**src/rtl/amdc_adc_emu_pkg.sv**
```systemverilog
// Shared definitions for the AD4011 responder model used in eddy current HIL tests.
package amdc_adc_emu_pkg;

  localparam int DATA_W_DEF   = 18;
  localparam int CONV_MIN_DEF = 60;

  typedef enum logic [1:0] {
    IDLE  = 2'b00,
    CONV  = 2'b01,
    SHIFT = 2'b10
  } state_e;

endpackage

```
**src/rtl/amdc_sync_edge.sv**
```systemverilog
// Two-flop synchronizer for a pin from the master, plus one delay flop for edge detection.
module amdc_sync_edge (
  input  logic clk,
  input  logic rst_n,
  input  logic d_in,
  output logic s,
  output logic rise,
  output logic fall
);

  logic meta_q, meta_d;
  logic sync_q, sync_d;
  logic dly_q, dly_d;

  always_comb begin
    meta_d = d_in;
    sync_d = meta_q;
    dly_d  = sync_q;
  end

  always_ff @(posedge clk or negedge rst_n) begin
    if (!rst_n) begin
      meta_q <= 1'b0;
      sync_q <= 1'b0;
      dly_q  <= 1'b0;
    end else begin
      meta_q <= meta_d;
      sync_q <= sync_d;
      dly_q  <= dly_d;
    end
  end

  assign s    = sync_q;
  assign rise = sync_q & ~dly_q;
  assign fall = ~sync_q & dly_q;

endmodule

```
**src/rtl/amdc_adc_emulator.sv**
```systemverilog
// Responder-side AD4011 model: enforces a minimum conversion time and returns two
// software-staged words MSB first on miso_x/miso_y.
module amdc_adc_emulator
  import amdc_adc_emu_pkg::*;
#(
  parameter int DATA_W   = DATA_W_DEF,
  parameter int CONV_MIN = CONV_MIN_DEF,
  parameter int CNT_W    = 16
) (
  input  logic              clk,
  input  logic              rst_n,
  input  logic              cnv,
  input  logic              sclk,
  input  logic              load,
  input  logic [DATA_W-1:0] data_x_in,
  input  logic [DATA_W-1:0] data_y_in,
  input  logic              clr_err,
  output logic              miso_x,
  output logic              miso_y,
  output logic              busy,
  output logic              frame_done,
  output logic [CNT_W-1:0]  frame_cnt,
  output logic              err_short_cnv,
  output logic              err_sclk_in_cnv
);

  localparam int CONV_W = $clog2(CONV_MIN + 1);
  localparam int BIT_W  = $clog2(DATA_W + 1);

  logic cnv_lvl_unused, cnv_rise, cnv_fall;
  logic sclk_lvl_unused, sclk_rise, sclk_fall;

  amdc_sync_edge u_sync_cnv (
    .clk  (clk),
    .rst_n(rst_n),
    .d_in (cnv),
    .s    (cnv_lvl_unused),
    .rise (cnv_rise),
    .fall (cnv_fall)
  );

  amdc_sync_edge u_sync_sclk (
    .clk  (clk),
    .rst_n(rst_n),
    .d_in (sclk),
    .s    (sclk_lvl_unused),
    .rise (sclk_rise),
    .fall (sclk_fall)
  );

  state_e              state_q, state_d;
  logic [DATA_W-1:0]   stage_x_q, stage_x_d, stage_y_q, stage_y_d;
  logic [DATA_W-1:0]   shift_x_q, shift_x_d, shift_y_q, shift_y_d;
  logic [CONV_W-1:0]   conv_cnt_q, conv_cnt_d;
  logic [BIT_W-1:0]    bit_cnt_q, bit_cnt_d, bit_cnt_inc;
  logic                fall_seen_q, fall_seen_d;
  logic                miso_x_q, miso_x_d, miso_y_q, miso_y_d;
  logic                busy_q, busy_d, frame_done_q, frame_done_d;
  logic [CNT_W-1:0]    frame_cnt_q, frame_cnt_d;
  logic                err_short_q, err_short_d, err_sclk_q, err_sclk_d;
  logic                start_frame, short_set, sclk_set;

  assign bit_cnt_inc = bit_cnt_q + BIT_W'(1);

  always_comb begin
    state_d      = state_q;
    stage_x_d    = stage_x_q;
    stage_y_d    = stage_y_q;
    shift_x_d    = shift_x_q;
    shift_y_d    = shift_y_q;
    conv_cnt_d   = conv_cnt_q;
    bit_cnt_d    = bit_cnt_q;
    fall_seen_d  = fall_seen_q;
    miso_x_d     = miso_x_q;
    miso_y_d     = miso_y_q;
    frame_done_d = 1'b0;
    frame_cnt_d  = frame_cnt_q;
    start_frame  = 1'b0;
    short_set    = 1'b0;
    sclk_set     = 1'b0;

    if (load) begin
      stage_x_d = data_x_in;
      stage_y_d = data_y_in;
    end

    // cnv events are checked first in every state so they win over sclk events.
    case (state_q)
      IDLE: begin
        miso_x_d = 1'b0;
        miso_y_d = 1'b0;
        if (cnv_rise) start_frame = 1'b1;
      end
      CONV: begin
        miso_x_d = 1'b0;
        miso_y_d = 1'b0;
        if (cnv_fall) begin
          if (conv_cnt_q >= CONV_W'(CONV_MIN)) begin
            state_d  = SHIFT;
            miso_x_d = shift_x_q[DATA_W-1];
            miso_y_d = shift_y_q[DATA_W-1];
          end else begin
            short_set = 1'b1;
            state_d   = IDLE;
          end
        end else begin
          if (conv_cnt_q < CONV_W'(CONV_MIN)) conv_cnt_d = conv_cnt_q + CONV_W'(1);
          if (sclk_rise || sclk_fall) sclk_set = 1'b1;
        end
      end
      SHIFT: begin
        if (cnv_rise) begin
          start_frame = 1'b1;
        end else if (sclk_fall) begin
          bit_cnt_d   = bit_cnt_inc;
          fall_seen_d = 1'b1;
          if (bit_cnt_inc == BIT_W'(DATA_W)) begin
            state_d      = IDLE;
            miso_x_d     = 1'b0;
            miso_y_d     = 1'b0;
            frame_done_d = 1'b1;
            frame_cnt_d  = frame_cnt_q + CNT_W'(1);
          end
        end else if (sclk_rise && fall_seen_q) begin
          shift_x_d = {shift_x_q[DATA_W-2:0], 1'b0};
          shift_y_d = {shift_y_q[DATA_W-2:0], 1'b0};
          miso_x_d  = shift_x_q[DATA_W-2];
          miso_y_d  = shift_y_q[DATA_W-2];
        end
      end
      default: state_d = IDLE;
    endcase

    // Snapshot reads the old staging value, so a colliding load lands in the next frame.
    if (start_frame) begin
      state_d     = CONV;
      shift_x_d   = stage_x_q;
      shift_y_d   = stage_y_q;
      conv_cnt_d  = '0;
      bit_cnt_d   = '0;
      fall_seen_d = 1'b0;
      miso_x_d    = 1'b0;
      miso_y_d    = 1'b0;
    end

    err_short_d = short_set | (err_short_q & ~clr_err);
    err_sclk_d  = sclk_set | (err_sclk_q & ~clr_err);
    busy_d      = (state_d != IDLE);
  end

  always_ff @(posedge clk or negedge rst_n) begin
    if (!rst_n) begin
      state_q      <= IDLE;
      stage_x_q    <= '0;
      stage_y_q    <= '0;
      shift_x_q    <= '0;
      shift_y_q    <= '0;
      conv_cnt_q   <= '0;
      bit_cnt_q    <= '0;
      fall_seen_q  <= 1'b0;
      miso_x_q     <= 1'b0;
      miso_y_q     <= 1'b0;
      busy_q       <= 1'b0;
      frame_done_q <= 1'b0;
      frame_cnt_q  <= '0;
      err_short_q  <= 1'b0;
      err_sclk_q   <= 1'b0;
    end else begin
      state_q      <= state_d;
      stage_x_q    <= stage_x_d;
      stage_y_q    <= stage_y_d;
      shift_x_q    <= shift_x_d;
      shift_y_q    <= shift_y_d;
      conv_cnt_q   <= conv_cnt_d;
      bit_cnt_q    <= bit_cnt_d;
      fall_seen_q  <= fall_seen_d;
      miso_x_q     <= miso_x_d;
      miso_y_q     <= miso_y_d;
      busy_q       <= busy_d;
      frame_done_q <= frame_done_d;
      frame_cnt_q  <= frame_cnt_d;
      err_short_q  <= err_short_d;
      err_sclk_q   <= err_sclk_d;
    end
  end

  assign miso_x          = miso_x_q;
  assign miso_y          = miso_y_q;
  assign busy            = busy_q;
  assign frame_done      = frame_done_q;
  assign frame_cnt       = frame_cnt_q;
  assign err_short_cnv   = err_short_q;
  assign err_sclk_in_cnv = err_sclk_q;

endmodule

```
**config.mk**
```make
export PLATFORM = sky130hd
export DESIGN_NAME = amdc_adc_emulator
export DESIGN_NICKNAME = d
export VERILOG_FILES = /design/src/rtl/amdc_adc_emu_pkg.sv /design/src/rtl/amdc_sync_edge.sv /design/src/rtl/amdc_adc_emulator.sv
export SDC_FILE = /design/constraint.sdc
export NUM_CORES = 1
export LEC_CHECK = 0
export ABC_AREA = 1
export BUFFER_PORTS_ARGS = -buffer_cell sky130_fd_sc_hd__buf_2
export CAP_MARGIN = 25
export CORE_MARGIN = 10
export CORE_UTILIZATION = 45
export DETAILED_ROUTE_END_ITERATION = 16
export SKIP_LAST_GASP = 1
export SYNTH_ARGS = -nofsm -noshare
export SYNTH_HDL_FRONTEND = slang
export SYNTH_SLANG_ARGS = --single-unit
```
**constraint.sdc**
```tcl
create_clock -name clk -period 4.13 [get_ports clk]
set_input_delay 0.6195 -clock clk [delete_from_list [all_inputs] [get_ports clk]]
set_output_delay 0.6195 -clock clk [all_outputs]
set_load 0.01 [all_outputs]
```
# == Word-level counts from Yosys, hierarchy flattened ==
# Index checks and enable logic that the tools add are counted.
# classes
reduce_logical,16
n_addsub,3
n_eq_ne,9
order_cmp,2
bitwise,14
mux,56
# op_table
operator,count
2-to-1 mux 18 bit,10
2-to-1 mux 1 bit,29
2-to-1 mux 6 bit,4
2-to-1 mux 5 bit,4
"adder 16 x 1 -> 16 bit, second input constant",1
2-to-1 mux 2 bit,6
AND reduction 4 bit,3
nonzero test 2 bit,6
"!= test 4 bit, second input constant",2
"adder 6 x 1 -> 6 bit, second input constant",1
bitwise AND 1 bit,6
">= comparator 6 bit, second input constant",1
"less-than comparator 6 bit, second input constant",1
"!= test 2 x 1 -> 1 bit, second input constant",3
inverter 1 bit,6
case mux 1 bit (3 select lines),2
case mux 2 bit (3 select lines),1
AND reduction 3 bit,2
"adder 5 x 1 -> 5 bit, second input constant",1
"== test 5 bit, second input constant",1
nonzero test 4 bit,1
"!= test 3 bit, second input constant",1
"== test 2 x 1 -> 1 bit, second input constant",1
"== test 2 bit, second input constant",1
5 further kinds,6
# word_totals
out_inout_bits,22
inputBits,42
reg_bits,114
wordCells,121

# == Longest topological paths before layout ==
# Gate-level depths: netlist (run 1).
# depth
depth_word,8
depth_mapped,11
depth_no_buf,10

# == Cells and area by module ==
# Synthesis (run 1) repeated with hierarchy kept, for this count alone.
# hier_totals
hier_cells,531
hier_area_um2,5134.9
# by_module_without_submodules
mod,cells_each,n_inst,seq_area_each_um2,area_per_inst_um2
amdc_adc_emulator,517,1,2702.6,4954.8
amdc_sync_edge,7,2,75.1,90.1

# == Worst setup path before layout (run 1) ==
# OpenSTA, ideal clock, no wires.
# synth_timing
path_type,register -> register
start,register state_q[0]
end,"register frame_cnt_q[5], in the netlist frame_cnt[5]"
required_time_ps,4006
period_less_slack_ps,1684
arrival_time_ps,1561
slack_ps,2446
setup_ps,124
n_path_buf,1
path_stages_with_launch,10
path_cell_list,dfrtp_1 inv_1 ha_1 nand2_1 nor2_2 inv_2 nor2_4 buf_6 nand2_1 xor2_1
# synth_between
elab_chain_cells,2
# synth_rtl
item,line_no,text
start: declaration,amdc_adc_emulator.sv:51,"state_e state_q, state_d;"
start signal: assignment,amdc_adc_emulator.sv:169,state_q <= state_d;
== test 2 bit,amdc_adc_emulator.sv:88,case (state_q)
AND reduction 4 bit (no source line),-,
end signal: assignment,amdc_adc_emulator.sv:181,frame_cnt_q <= frame_cnt_d;
end: declaration,amdc_adc_emulator.sv:59,"logic [CNT_W-1:0] frame_cnt_q, frame_cnt_d;"
# Every way passes these cells.
# A chain may end at the register's enable or synchronous reset.

# == Worst setup path in the final report (run 1) ==
# layout_timing
start,register state_q[0]
end,register shift_y_q[13]
# layout_between
elab_chain_cells,5
elab_cells_between_ends,10
cone_classes,eq/ne (3); mux (2); reduce/logical (5)
# layout_rtl
item,line_no,text
== test 2 bit or logical NOT 2 bit (tied branches),amdc_adc_emulator.sv:88,
OR reduction 2 bit (no source line),-,
2-to-1 mux 1 bit,-,
!= test 2 x 1 -> 1 bit (no source line) or nonzero test 2 bit (tied branches),-,
AND reduction 4 bit (no source line),-,
end signal: assignment,amdc_adc_emulator.sv:173,shift_y_q <= shift_y_d;
end: declaration,amdc_adc_emulator.sv:53,"logic [DATA_W-1:0] shift_x_q, shift_x_d, shift_y_q, shift_y_d;"
# Several ways; a longest one is shown, not always the timed one.

==> flow_metrics.tcl, run 1 <==
set metrics [dict create \
    outcome "finished clean" \
    ioPinCount 64 \
    layout_common_cells "114 x dfrtp_1, 93 x nand2_1, 63 x a21oi_1" \
    syn_to_final_growth_pct 20.37 \
    setup_slack_ns 1.277 \
    synth_seq_cells 114 \
    synthArstFlopShare_pct 100.0 \
    setup_tns_ns 0 \
    yosysUniqueCellTypes 32 \
    final-setup-viol-count 0 \
    die_h_um 126.8 \
    hold_path_class "in -> async" \
    wl_per_cell_um 14.31 \
    globalplace.congestion 0.8111 \
    post_cts_resized 0 \
    drv_slew 0 \
    dieArea_um2 16080 \
    wirelength_mm 10.71 \
    cts_setup_buffers 0 \
    min_period_ns 2.853 \
    crit_fanout 54 \
    cts.sinks 114 \
    htreeDepth 4 \
    diodes 0 \
    core_area_um2 10980 \
    seq_area_um2 2853 \
    max_clock_freq_mhz 350.5 \
    cts_buffers 17 \
    cts_tree "done" \
    ant_nets 0 \
    pwr-share-clk_pct 40.7 \
    p_switching_uw 1074 \
    die_w_um 126.8 \
    drc 0 \
    grt_pass1_vias 3875 \
    syn_inst 530 \
    synth.avg_cell_area_um2 9.689 \
    num-fill-cells 1016 \
    preCtsSetupSlack_ns 1.364 \
    min_period_over_period_pct 69.09 \
    grt_overflow 0 \
    leakagePower_uw 0.002800 \
    layout-drive-gt1-share_pct 24.01 \
    combPwrFrac_pct 18.5 \
    cts-root-buf "clkbuf_16" \
    vias 3795 \
    cap_violations 0 \
    path_class "reg -> reg" \
    drtIter0Drc 254 \
    ir_drop_uv 462.1 \
    tightest_slew_ns 0.9320 \
    fin_skew_ns 0.005729 \
    vias_per_cell 5.074 \
    swShare_pct 28.78 \
    io_buffers 63 \
    yosys_warnings 0 \
    finish.net_count 648 \
    antenna_found_initial 0 \
    initial_core_util_pct 46.75 \
    rsz0062_at_grt "no" \
    cp.required_ns 4.45 \
    hold_violations 0 \
    grt_max_degree 85 \
    layout.cells.most_common "dfrtp_1" \
    end_kind "flop" \
    cts_hold_buf 0 \
    yosysSeqAreaShare_pct 55.56 \
    slew_headroom_pct 37.63 \
    p_int_uw 2658 \
    synth_edf_count 0 \
    grt_pass1_wl_mm 18.51 \
    clk_latency_ns 0.41 \
    rows 38 \
    crit_arrival_ns 3.18 \
    dp_hpwl_mm 7.151 \
    pwr-share-seq_pct 40.9 \
    syn_nets 583 \
    synth_ff_type "dfrtp_1" \
    syn-cell-area_um2 5135 \
    path_clk_slew_ns 0.05 \
    multi_input_area_um2 2009 \
    cp-start-kind "flop" \
    first_pass_iters 4 \
    clockBufferDepth 2 \
    grt_usage_pct 13.96 \
    power.density_nw_per_um2 603.8 \
]
critical path, cell delays in order (launching register included):
cell and delay (ns):
dfrtp_1 0.40, inv_1 0.12, ha_1 0.27, or2_4 0.27, nand2_4 0.43, o21ai_4 0.39, inv_2 0.54, a21oi_1 0.09
a21oi_1 0.20
per-stage QoR:
stage	power [uW]	instance area [um^2]	utilization, %	hold WS, ns	cells
floorplan	2036	5135	-	0.3239	530
global placement	2200	5543	50.47	0.3418	715
detailed placement	2232	5543	50.47	0.3370	715
CTS	3766	6153	56.03	0.2998	747
global route	3960	6181	56.28	0.03791	748
finish	3732	6181	56.28	0.04158	748
path summary, 6_finish.rpt:
path / from / endpoint / slack, ns / depth (start not counted)
worst min-delay path: rst_n / bit_cnt_q[2] / 0.04 / 1
worst min register to register: u_sync_cnv.meta_q / u_sync_cnv.s / 0.35 / 0
worst max-delay path: state_q[0] / shift_y_q[13] / 1.28 / 8
max in group asynchronous: rst_n / frame_cnt[12] / 3.20 / 3
min in group clk: sclk / u_sync_sclk.meta_q / 0.31 / 1
worst max register to register: state_q[0] / shift_y_q[13] / 1.28 / 8
registers in the layout (all words and copies together), names as in the netlist, 2 cells and up:
register,cells
shift_y_q,18
bit_cnt_q,5
frame_cnt,16
conv_cnt_q,6
shift_x_q,18
state_q,2
stage_x_q,18
stage_y_q,18
cell families (layout without fill, tap and decap cells):
logic type / Yosys count / count (layout) / synth area share [%]
AND/OR/NAND/NOR: 193 / 193 / 16.35
flip-flops: 114 / 114 / 55.56
AO/OA/AOI/OAI: 96 / 96 / 9.868
buffers and inverters: 66 / 144 / 5.312
multiplexers: 32 / 32 / 7.018
XOR/XNOR: 18 / 18 / 3.216
adder cells (fa/ha/maj): 11 / 11 / 2.680
per-layer routing:
layer / share of wire [%] / wire (um) / up-vias / track usage [%]
met5: 0 / 0 / - / 0
met4: 1.6 / 176 / 0 / 5.693
met1: 47 / 4989 / 1805 / 17.87
li1: - / - / 1881 / -
met2: 46 / 4970 / 87 / 20.93
met3: 5.3 / 570 / 22 / 5.081
power groups by stage:
| stage | Clock [uW] | Sequential (uW) | Combinational (uW) |
|---|---|---|---|
| 2_1_floorplan | 0 | 1500 | 531 |
| 3_3_place_gp | 0 | 1540 | 664 |
| 3_5_place_dp | 0 | 1540 | 693 |
| 4_1_cts | 1540 | 1530 | 698 |
| 5_1_grt | 1600 | 1560 | 802 |
| 6_report | 1520 | 1530 | 689 |
synth_stat cells, types with 2 or more instances:
master | instances | area, um^2
buf_2 | 5 | 25.02
a31oi_1 | 2 | 12.51
nand2_2 | 4 | 25.02
nand4_1 | 3 | 18.77
buf_4 | 3 | 22.52
nand2_1 | 93 | 349.1
nor2_4 | 3 | 33.78
nor3_1 | 9 | 45.04
o21ai_0 | 22 | 110.1
nand3_1 | 29 | 145.1
ha_1 | 11 | 137.6
clkbuf_1 | 7 | 26.28
inv_2 | 5 | 18.77
dfrtp_1 | 114 | 2853
o211ai_1 | 3 | 22.52
a21oi_1 | 63 | 315.3
nor2_1 | 46 | 172.7
buf_1 | 4 | 15.01
inv_1 | 41 | 153.9
xor2_1 | 17 | 148.9
o22ai_1 | 4 | 25.02
mux2_2 | 32 | 360.4
final cells by class:
class | count | area share, %
clock inverter | 11 | 2.591
sequential | 114 | 46.15
clock buffer | 21 | 7.287
multi-input combinational | 350 | 32.51
tap | 140 | 2.834
inverter | 46 | 2.794
timing repair buffer | 66 | 5.830
Power figures use the tool's default switching activity.
==> run 2, diff against run 1 <==
--- a/config.mk
+++ b/config.mk
@@ -5,12 +5,13 @@
 export SDC_FILE = /design/constraint.sdc
 export NUM_CORES = 1
 export LEC_CHECK = 0
-export ABC_AREA = 1
+export ABC_AREA = 0
 export BUFFER_PORTS_ARGS = -buffer_cell sky130_fd_sc_hd__buf_2
 export CAP_MARGIN = 25
 export CORE_MARGIN = 10
 export CORE_UTILIZATION = 45
 export DETAILED_ROUTE_END_ITERATION = 16
+export PLACE_DENSITY = 0.67
 export SKIP_LAST_GASP = 1
 export SYNTH_ARGS = -nofsm -noshare
 export SYNTH_HDL_FRONTEND = slang
==> constraint.sdc (replaced) <==
create_clock -name clk -period 2.4 [get_ports clk]
set_input_delay 0.36 -clock clk [delete_from_list [all_inputs] [get_ports clk]]
set_output_delay 0.36 -clock clk [all_outputs]
set_load 0.01 [all_outputs]
==> flow_metrics.tcl, run 2 <==
set metrics [dict create \
    cts-root-buf "clkbuf_16" \
    cts_buffers 17 \
    io_buffers 63 \
    crit_arrival_ns 2.53 \
    grt_max_degree 54 \
    grt_overflow 0 \
    yosysUniqueCellTypes 45 \
    grt_usage_pct 13.40 \
    path_clk_slew_ns 0.05 \
    final-setup-viol-count 0 \
    dp_hpwl_mm 6.971 \
    synth_common_cells "114 x dfrtp_1, 54 x nand2_1, 44 x o21ai_0" \
    globalplace.congestion 0.7992 \
    synth_edf_count 0 \
    netlist.top_cell.by_area "dfrtp_1" \
    outcome "finished clean" \
    multi_input_area_um2 2123 \
    end_kind "flop" \
    cp-start-kind "flop" \
    htreeDepth 4 \
    cp.required_ns 2.69 \
    ir_drop_uv 580.2 \
    synth.most_common_cell "dfrtp_1" \
    use_met3_pct 5.040 \
    grt_pass1_wl_mm 17.75 \
    die_h_um 126.3 \
    crit_fanout 8 \
    setup_tns_ns 0 \
    first_pass_iters 4 \
    synth_ff_type "dfrtp_1" \
    synth.avg_cell_area_um2 11.69 \
    yosysSeqAreaShare_pct 56.10 \
    leakagePower_uw 0.003113 \
    cap_violations 0 \
    fin_skew_ns 0.005308 \
    vias 3476 \
    slew_headroom_pct 46.09 \
    syn_inst 435 \
    power.density_nw_per_um2 999.8 \
    yosys_warnings 0 \
    syn_nets 488 \
    die_w_um 126.3 \
    min_period_ns 2.238 \
    diodes 0 \
    wl_per_cell_um 15.18 \
    tightest_slew_ns 0.8087 \
    setup_slack_ns 0.1624 \
    vias_per_cell 5.251 \
    core_area_um2 10940 \
    hold_violations 0 \
    rsz0062_at_grt "no" \
    layout.cells.most_common "dfrtp_1" \
    drv_slew 0 \
    grt.met2_usage_pct 20.52 \
    drc 0 \
    hold_slack_ns 0.05540 \
    path_class "reg -> reg" \
    ant_nets 0 \
    finish.net_count 562 \
    layout-drive-gt1-share_pct 29.89 \
    yosys-top-cells-area "dfrtp_1 56%, mux2_2 9.3%, mux2i_1 7.1%" \
    rows 38 \
    grt_most_used_layer "met2" \
    antenna_found_initial 0 \
    drtIter0Drc 182 \
    num-fill-cells 957 \
    synth_seq_cells 114 \
    min_period_over_period_pct 93.23 \
    cts.sinks 114 \
    syn_to_final_growth_pct 23.38 \
    gr-usage-met1_pct 16.47 \
    wirelength_mm 10.05 \
    dieArea_um2 15950 \
    seq_area_um2 2853 \
    synthArstFlopShare_pct 100.0 \
    max_clock_freq_mhz 446.9 \
    clockBufferDepth 2 \
    hold_path_class "in -> reg" \
    synth_top_area_share_pct 56.10 \
    grt_pass1_vias 3724 \
    preCtsSetupSlack_ns 0.2306 \
    post_cts_resized 0 \
    clk_latency_ns 0.41 \
    layout_common_cells "114 x dfrtp_1, 62 x buf_2, 54 x nand2_1" \
    ioPinCount 64 \
    syn-cell-area_um2 5085 \
    cts_tree "done" \
    initial_core_util_pct 46.50 \
]
## run 2: changes by cell type in the layout (fill, tap and decap cells not counted), sizes merged, moves of 21 or more
cell   delta
mux2i    +36
a21oi    -61
nor2     -31
nand2    -44
nand3    -21
inv      -33
## run 2: layout make-up
class / instances / area share [%]
sequential: 114 / 45.47
multi-input combinational: 291 / 33.85
clock buffer: 23 / 7.938
timing repair buffer: 72 / 6.781
tap: 140 / 2.792
clock inverter: 9 / 2.393
inverter: 13 / 0.7778
## run 2: per-stage QoR
step | std cells | instance area (um^2) | util (%) | power, uW
global route | 662 | 6274 | 57.37 | 6630
floorplan | 435 | 5085 | - | 3262
finish | 662 | 6274 | 57.37 | 6272
detailed placement | 629 | 5615 | 51.35 | 3601
CTS | 662 | 6274 | 57.37 | 6346
global placement | 629 | 5615 | 51.35 | 3543
## run 2: kinds of logic (layout without fill, tap and decap cells)
logic type / after synthesis / count (layout) / share of synthesized area, %
xor gates and xnor gates: 17 / 17 / 2.928
adders and majority gates: 11 / 11 / 2.707
buffers and inverters: 30 / 117 / 2.387
muxes: 78 / 78 / 16.39
DFF: 114 / 114 / 56.10
AOI/OAI and AO/OA: 68 / 68 / 8.243
and+or+nand+nor: 117 / 117 / 11.25
## run 2: power by group
group | internal, uW | switching [uW]
logic | 461 | 464
clock network | 1870 | 835
registers | 2370 | 280
total | 4690 | 1580
## run 2: timing repair
item	CTS	global route
hold buffers	1	0
endpoints found under the hold margin	24	0
buffers inserted	0	0
## run 2: per-layer routing
layer  wire length [um]  vias to the layer above
met5                  0                        -
met4                184                        0
met3                608                       16
met2               4789                       75
met1               4468                     1706
li1                   -                     1679
## run 2: worst max-delay path: stages (launching register included)
cell	delay, ns
dfrtp_1	0.48
inv_1	0.13
ha_1	0.28
nor2_1	0.22
a2bb2oi_1	0.19
o22ai_1	0.15
o2111ai_1	0.31
mux2_2	0.37
## run 2: worst paths after layout
kind,endpoint,start,slack (ns),depth (start not counted)
max,conv_cnt_q[3],state_q[0],0.16,7
max in group asynchronous,shift_y_q[13],rst_n,1.18,3
min reg2reg,u_sync_sclk.s,u_sync_sclk.meta_q,0.35,0
min in group asynchronous,u_sync_cnv.meta_q,rst_n,0.44,2
min,u_sync_sclk.meta_q,sclk,0.06,1
max reg2reg,conv_cnt_q[3],state_q[0],0.16,7
==> run 3, diff against run 2 <==
--- a/config.mk
+++ b/config.mk
@@ -12,6 +12,7 @@
 export CORE_UTILIZATION = 45
 export DETAILED_ROUTE_END_ITERATION = 16
 export PLACE_DENSITY = 0.67
+export SETUP_SLACK_MARGIN = 0.3
 export SKIP_LAST_GASP = 1
 export SYNTH_ARGS = -nofsm -noshare
 export SYNTH_HDL_FRONTEND = slang
==> flow_metrics.tcl, run 3 (same netlist as run 2, synthesis figures left out) <==
set metrics [dict create \
    leakagePower_uw 0.003122 \
    vias_per_cell 5.253 \
    grt_pass1_wl_mm 17.80 \
    critical_path.max_stage_delay_ns 0.46 \
    ioPinCount 64 \
    antenna_found_initial 0 \
    final-setup-viol-count 0 \
    min_to "u_sync_cnv.meta_q" \
    grt_overflow 0 \
    cts-root-buf "clkbuf_16" \
    layout_common_cells "110 x dfrtp_1, 62 x buf_2, 54 x nand2_1" \
    min_period_over_period_pct 86.08 \
    wl_per_cell_um 15.45 \
    ant_nets 0 \
    grt_pass1_vias 3711 \
    end_kind "flop" \
    path_class "reg -> reg" \
    crit_slowest_cell "a2111o_1" \
    min_path_cells 1 \
    cp-start-kind "flop" \
    r2r-start "state_q[0]" \
    cp.required_ns 2.69 \
    clk_latency_ns 0.41 \
    outcome "finished clean" \
    grt_usage_pct 13.45 \
    slew_headroom_pct 44.47 \
    htreeDepth 4 \
    fin_skew_ns 0.005707 \
    r2r-end "busy" \
    r2r_setup_slack_ns 0.33 \
    dp_hpwl_mm 6.971 \
    max_clock_freq_mhz 484.0 \
    drtIter0Drc 199 \
    grt_max_degree 54 \
    path_clk_slew_ns 0.05 \
    layout-drive-gt1-share_pct 32.57 \
    globalplace.congestion 0.7992 \
    ir_drop_uv 580.6 \
    cap_violations 0 \
    finish.net_count 565 \
    diodes 0 \
    crit_family "compound AO/OA/AOI/OAI gates" \
    first_pass_iters 4 \
    drv_slew 0 \
    cts.sinks 114 \
    clockBufferDepth 2 \
    hold_path_class "in -> reg" \
    syn_to_final_growth_pct 24.70 \
    rows 38 \
    cp.buffers_inverters 1 \
    power.density_nw_per_um2 997.7 \
    path_cells "buf_4 -> ha_1 -> a2111o_1 -> nor4_1 -> o31a_1 -> nand2b_1" \
    layout.cells.most_common "dfrtp_1" \
    num-fill-cells 950 \
    wirelength_mm 10.27 \
    cts_tree "done" \
    hold_violations 0 \
    rsz0062_at_grt "yes" \
    hp-start "cnv" \
    crit_arrival_ns 2.36 \
    vias 3493 \
    min_period_ns 2.066 \
    cts_buffers 17 \
    die_h_um 126.3 \
    reg2reg_depth 6 \
    io_buffers 63 \
    die_w_um 126.3 \
    dieArea_um2 15950 \
    total_power_uw 6327 \
    hold_slack_ns 0.05430 \
    setup_tns_ns 0 \
    drc 0 \
    crit_fanout 6 \
    tightest_slew_ns 0.8330 \
    core_area_um2 10940 \
    initial_core_util_pct 46.50 \
]
-- run 3: cell types whose count changed in the layout (fill, tap and decap cells not counted), moves of 2 or more --
cell	before	now
nor2_1	15	13
nor2_2	3	5
buf_4	6	9
dfrtp_1	114	110
dfrtp_2	0	4
-- run 3: power breakdown --
| part | internal (uW) | switching [uW] | leakage (uW) |
|---|---|---|---|
| Clock | 1870 | 840 | 0.000315 |
| Combinational | 480 | 496 | 0.00139 |
| Sequential | 2370 | 277 | 0.00142 |
| Total | 4710 | 1610 | 0.00312 |
-- run 3: how the worst max path moves through the flow --
stage / start / endpoint / slack (ns) / cells after the start
2_1_floorplan: state_q[0] / conv_cnt_q[3] / 0.31 / 7
3_3_place_gp: bit_cnt_q[0] / frame_cnt[1] / 0.31 / 5
3_5_place_dp: bit_cnt_q[0] / frame_cnt[1] / 0.23 / 5
4_1_cts: state_q[1] / conv_cnt_q[3] / 0.26 / 7
5_1_grt: state_q[1] / conv_cnt_q[3] / 0.19 / 7
6_report: state_q[0] / busy / 0.33 / 6
-- run 3: timing repair --
| action | 4_1_cts | 5_1_grt |
|---|---|---|
| resized for setup | 1 | 13 |
| hold endpoints to repair | 24 | 0 |
| hold buffers | 1 | 0 |
| endpoints found under the setup margin | 10 | 39 |
| pin swaps | 3 | 1 |
| setup buffers | 0 | 3 |
-- run 3: worst reg2reg max path, cell delays in order, from the launching register on --
cell and delay [ns]:
dfrtp_2 0.42, buf_4 0.16, ha_1 0.27, a2111o_1 0.46, nor4_1 0.34, o31a_1 0.22, nand2b_1 0.08
-- run 3: per-layer routing --
| metal | wire, um | global-route usage, % | vias up |
|---|---|---|---|
| met5 | 0 | 0 | - |
| met4 | 198 | 6.162 | 0 |
| met3 | 628 | 5.206 | 18 |
| met2 | 4936 | 20.49 | 84 |
| met1 | 4508 | 16.55 | 1708 |
| li1 | - | - | 1683 |
-- run 3: area by class of cell --
cell class	count	area, um^2	share of cell area (%)
Timing Repair Buffer	75	447.9	7.064
Multi-Input combinational cell	291	2163	34.12
Inverter	13	48.80	0.7695
Clock inverter	9	150.1	2.368
Sequential cell	114	2858	45.07
Clock buffer	23	498.0	7.853
Tap cell	140	175.2	2.762
-- run 3: stage by stage --
| step | worst slack, ns | std cells | cell area, um^2 | utilization [%] |
|---|---|---|---|---|
| global route | 0.1889 | 665 | 6341 | 57.99 |
| CTS | 0.2645 | 662 | 6275 | 57.38 |
| floorplan | 0.3062 | 435 | 5085 | - |
| finish | 0.3341 | 665 | 6341 | 57.99 |
| detailed placement | 0.2306 | 629 | 5615 | 51.35 |
| global placement | 0.3123 | 629 | 5615 | 51.35 |
